==> src/rtl/dpram_fifo_ctrl.sv <==
// Synchronous FIFO controller driving an external dual-port RAM (port A writes, port B reads).
// Optional `DPRAM_FIFO_LEVEL_EN adds a registered fill-level output port `level`.
module dpram_fifo_ctrl #(
    parameter int DATA_WIDTH = 8,
    parameter int ADDR_WIDTH = 4
) (
    input  logic                  clk,
    input  logic                  rst,
    input  logic                  s_valid,
    output logic                  s_ready,
    input  logic [DATA_WIDTH-1:0] s_data,
    output logic                  m_valid,
    input  logic                  m_ready,
    output logic [DATA_WIDTH-1:0] m_data,
    output logic                  ram_we_a,
    output logic [ADDR_WIDTH-1:0] ram_addr_a,
    output logic [DATA_WIDTH-1:0] ram_din_a,
    output logic                  ram_we_b,
    output logic [ADDR_WIDTH-1:0] ram_addr_b,
    input  logic [DATA_WIDTH-1:0] ram_dout_b
`ifdef DPRAM_FIFO_LEVEL_EN
    ,
    output logic [ADDR_WIDTH:0]   level
`endif
);

    // Handshakes: a word moves on s_* when s_valid & s_ready, and on m_* when
    // m_valid & m_ready, at the rising edge; both sides may move in the same cycle.

    logic [ADDR_WIDTH:0] wr_ptr_q, wr_ptr_d;
    logic [ADDR_WIDTH:0] rd_ptr_q, rd_ptr_d;
    logic [ADDR_WIDTH:0] wr_ptr_dly_q;
    logic                full;
    logic                push;
    logic                pop;

    // Full when the pointers share low bits but differ in the wrap bit.
    assign full = (wr_ptr_q[ADDR_WIDTH] != rd_ptr_q[ADDR_WIDTH]) &&
                  (wr_ptr_q[ADDR_WIDTH-1:0] == rd_ptr_q[ADDR_WIDTH-1:0]);

    assign s_ready = !full;
    // Compare against the delayed write pointer so the RAM has had a full cycle
    // to register the newly written head word on port B.
    assign m_valid = (rd_ptr_q != wr_ptr_dly_q);

    assign push = s_valid && !full && !rst;
    assign pop  = m_valid && m_ready && !rst;

    assign wr_ptr_d = wr_ptr_q + {{ADDR_WIDTH{1'b0}}, push};
    assign rd_ptr_d = rd_ptr_q + {{ADDR_WIDTH{1'b0}}, pop};

    assign ram_we_a   = push;
    assign ram_addr_a = wr_ptr_q[ADDR_WIDTH-1:0];
    assign ram_din_a  = s_data;
    assign ram_we_b   = 1'b0;
    // Look-ahead read address keeps port B one step ahead, so m_data is the head word.
    assign ram_addr_b = rd_ptr_d[ADDR_WIDTH-1:0];
    assign m_data     = ram_dout_b;

    always_ff @(posedge clk) begin
        if (rst) begin
            wr_ptr_q     <= '0;
            rd_ptr_q     <= '0;
            wr_ptr_dly_q <= '0;
        end else begin
            wr_ptr_q     <= wr_ptr_d;
            rd_ptr_q     <= rd_ptr_d;
            wr_ptr_dly_q <= wr_ptr_q;
        end
    end

`ifdef DPRAM_FIFO_LEVEL_EN
    logic [ADDR_WIDTH:0] level_q;

    always_ff @(posedge clk) begin
        if (rst) begin
            level_q <= '0;
        end else begin
            level_q <= wr_ptr_d - rd_ptr_d;
        end
    end

    assign level = level_q;
`endif

endmodule

==> config.mk <==
export PLATFORM = sky130hd
export DESIGN_NAME = dpram_fifo_ctrl
export DESIGN_NICKNAME = d
export VERILOG_FILES = /design/src/rtl/dpram_fifo_ctrl.sv
export SDC_FILE = /design/constraint.sdc
export NUM_CORES = 1
export LEC_CHECK = 0
export CAP_MARGIN = 10
export CORE_MARGIN = 8
export CORE_UTILIZATION = 40
export CTS_CLUSTER_DIAMETER = 60
export DETAILED_ROUTE_END_ITERATION = 8
export PLACE_DENSITY = 0.83
export SLEW_MARGIN = 0
export SYNTH_ARGS = -nofsm -noshare
export SYNTH_HDL_FRONTEND = slang
export SYNTH_SLANG_ARGS = --single-unit
==> constraint.sdc <==
create_clock -name clk -period 4.17 [get_ports clk]
set_clock_uncertainty 0.1 [all_clocks]
set_input_delay 0.834 -clock clk [delete_from_list [all_inputs] [get_ports clk]]
set_output_delay 0.834 -clock clk [all_outputs]
set_load 0.005 [all_outputs]
==> run summary <==
* largest fanout on the critical path: 2
* fraction of registers with async set/reset: 0%
* Yosys cell types: 16
* leading cell types by total area after synthesis: sky130_fd_sc_hd__dfxtp_1 35%, sky130_fd_sc_hd__buf_4 22%, sky130_fd_sc_hd__xor2_1 9.3%
* overall track demand over capacity in global routing: 7.26%
* number of cells traversed by the worst hold path: 1
* number of instances resized during post-cts repair: 0
* Remaining DRCs: 0
* first-pass GRT wire length: 2340 µm
* total area of multi-input combinational cells: 347 µm²
* insertion delay of the later-clocked pin in the worst-skew pair: 280 ps
* CP Class: in -> out
* Worst R2R Setup Slack: 2250 ps
* part of the cycle the worst path needs: 85.6%
* critical path endpoint category: output pin
* unrepaired setup endpoints after global routing: false
* worst flop-to-flop path endpoint: wr_ptr_q[4]
* worst path cell trace: clkdlybuf4s50_1, inv_1, a311oi_1, ha_1, ha_1, xor2_1, clkdlybuf4s50_1
* Initial DRT Pass Iterations: 4
* number of setup violations in the final report: 0
* post-cts hold buffer count: 0
* number of rows created at floorplan: 16
* clock-pin slew of the registers on the worst-case setup and hold paths: 90 ps
* met3 global-route usage: 3.23%
* cell area after synthesis: 852 µm²
* portion of the post-synthesis area used by sequential elements: 35.2%
* number of flops mapped to enable cells by yosys: 0
* met1 track utilization from global routing: 8.07%
* TritonCTS clock tree: done
* post-DR vias/cell: 4.52
* Hold WS: 410 ps
* path category of the worst min-delay check: reg -> reg
* upper clock frequency limit: 280 MHz
* clock buffers created by TritonCTS: 3
* fraction of final layout cells with drive strength greater than 1: 8.54%
* number of endpoints with negative hold slack in the final report: 0
* most numerous cell in the Yosys netlist: sky130_fd_sc_hd__buf_4
* detailed-route via count: 493
* DRT Wirelength: 1440 µm
* Global Route met2 Usage: 11.1%
* initial core utilization: 43.0%
* highest ir drop seen on vdd: 187 µV
* setup total negative slack: 0 ps
* maximum buffer depth of the clock tree: 2
* height of the die: 62.2 µm
* x dimension of the die: 62.2 µm
* H-tree Lvls: 1
* Slowest cell on crit path: sky130_fd_sc_hd__clkdlybuf4s50_1
* Routed wire per std cell: 13.2 µm
* NumNets Final: 107
* gr busiest metal: met2
* clock sinks: 15
* leakage: 0.371 nW
* total inserted antenna cells: 0
* final critical delay including setup and external delays: 3570 ps
* IO Pins: 48
* Crit. path cell count: 7
* count of port buffers added during placement: 14
* min-delay src: wr_ptr_q[4]
* core footprint: 0.00198 mm²
* Required @ worst endpoint: 3240 ps
* remaining global-route overflow: 0
* commonest register cell after synthesis: sky130_fd_sc_hd__dfxtp_1
* sum of internal, switching and leakage power: 251 µW
* longest individual stage delay on the worst path: 530 ps
* total nets after synthesis: 114
* final max-slew violation count: 0
* number of DRC markers in iteration 0: 7
* area overhead of the layout relative to synthesis: 1.32%
* number of instances in the synthesized netlist: 90
* post-synthesis register bit count: 15
* reg-to-reg startpoint: rd_ptr_q[3]
* Storage cell area: 300 µm²
* Power Density: 291 mW/mm²
* number of antenna violations at the first check in global routing: 0
* Yosys warning total: 0
* top cell type's share of synthesized area: 35.2%
* number of cells on the worst reg-to-reg path: 8
* number of max-cap violations: 0
* post-detailed-placement half-perimeter wirelength: 1120 µm
* root buffer cell: sky130_fd_sc_hd__clkbuf_4
* top cell types by occurrence after synthesis: 25 x sky130_fd_sc_hd__buf_4, 15 x sky130_fd_sc_hd__dfxtp_1, 11 x sky130_fd_sc_hd__nor2b_1
* nature of the critical path startpoint: input pin
* Worst Hold Path EP: wr_ptr_dly_q[4]
* fillers: 207
* maximum number of pins on one net before global-route repair: 17
* vias in the first global route: 533
* postcts setup bufs: 0
* number of buffers and inverters on the critical path: 3
* CP delay by family, top: buffers and inverters
* result of the run: finished, final reports clean
* Post-DRT Antenna Nets: 0
* post-synth top area cell: sky130_fd_sc_hd__dfxtp_1
* full die area: 0.00386 mm²
* critical path data arrival time: 2630 ps
* Placer Congestion: 0.768
* mean post-synth cell area: 9.47 µm²
[registers in the layout, summed over array words and instances, names as in the netlist]
register,flops
wr_ptr_q,5
rd_ptr_q,5
wr_ptr_dly_q,5
[power breakdown]
| part | internal (mW) | leakage, nW | total [mW] | switching [mW] |
|---|---|---|---|---|
| logic | 0.0136 | 0.232 | 0.0232 | 0.00955 |
| registers | 0.146 | 0.121 | 0.148 | 0.00239 |
| clock network | 0.0355 | 0.0177 | 0.0804 | 0.0449 |
| total | 0.195 | 0.371 | 0.251 | 0.0568 |
[metrics by stage]
| step | area (µm²) | util [%] | setup WS, ps | cells |
|---|---|---|---|---|
| 6_report | 863 | 43.6 | 602 | 109 |
| 5_1_grt | 863 | 43.6 | 426 | 109 |
| 4_1_cts | 863 | 43.6 | 579 | 109 |
| 3_5_place_dp | 836 | 42.2 | 592 | 105 |
| 3_3_place_gp | 836 | 42.2 | 601 | 105 |
| 2_1_floorplan | 852 | - | 1350 | 90 |
[layout make-up]
cell class | count | share of cell area [%]
tap | 27 | 3.91
inverter | 2 | 0.870
timing repair buffer | 15 | 17.1
clock buffer | 3 | 2.61
multi-input combinational | 46 | 40.1
sequential | 15 | 34.8
clock inverter | 1 | 0.580
[layer usage]
metal / share of wire, % / routed length, µm
met1: 45 / 652
met2: 43 / 624
met3: 8.9 / 128
met4: 2.1 / 30
met5: 0 / 0
[how the worst max path moves through the flow]
stage             from       endpoint  slack, ps
2_1_floorplan      rst  ram_addr_b[2]       1350
5_1_grt        m_ready  ram_addr_b[2]        430
3_5_place_dp   m_ready  ram_addr_b[2]        590
3_3_place_gp   m_ready  ram_addr_b[2]        600
6_report       m_ready  ram_addr_b[2]        600
4_1_cts        m_ready  ram_addr_b[2]        580
[cell usage in the layout (no fill, tap or decap)]
cell                              Yosys  layout
sky130_fd_sc_hd__conb_1               1       1
sky130_fd_sc_hd__ha_1                 4       4
sky130_fd_sc_hd__xor2_1               9       9
sky130_fd_sc_hd__nor2_1               4       4
sky130_fd_sc_hd__nor3_2               1       1
sky130_fd_sc_hd__clkdlybuf4s50_1      0      14
sky130_fd_sc_hd__nand3_1              6       6
sky130_fd_sc_hd__nor3_1               1       1
sky130_fd_sc_hd__clkbuf_4             0       3
sky130_fd_sc_hd__nor2b_1             11      11
sky130_fd_sc_hd__a311oi_1             1       1
sky130_fd_sc_hd__a311oi_2             1       1
sky130_fd_sc_hd__clkinv_2             0       1
sky130_fd_sc_hd__buf_4               25       1
sky130_fd_sc_hd__dfxtp_1             15      15
sky130_fd_sc_hd__inv_1                2       2
sky130_fd_sc_hd__xnor2_1              7       7
[kinds of logic (layout without fill, tap and decap cells)]
family / Yosys count / in the layout / share of synthesized area, %
buffers and inverters: 29 / 21 / 24.1
and+or+nand+nor: 23 / 23 / 15.1
xor gates and xnor gates: 16 / 16 / 16.4
DFF: 15 / 15 / 35.2
adders and majority gates: 4 / 4 / 5.87
AOI/OAI and AO/OA: 2 / 2 / 2.79
other: 1 / 1 / 0.440
No activity file was read; power rests on OpenSTA's default activity.
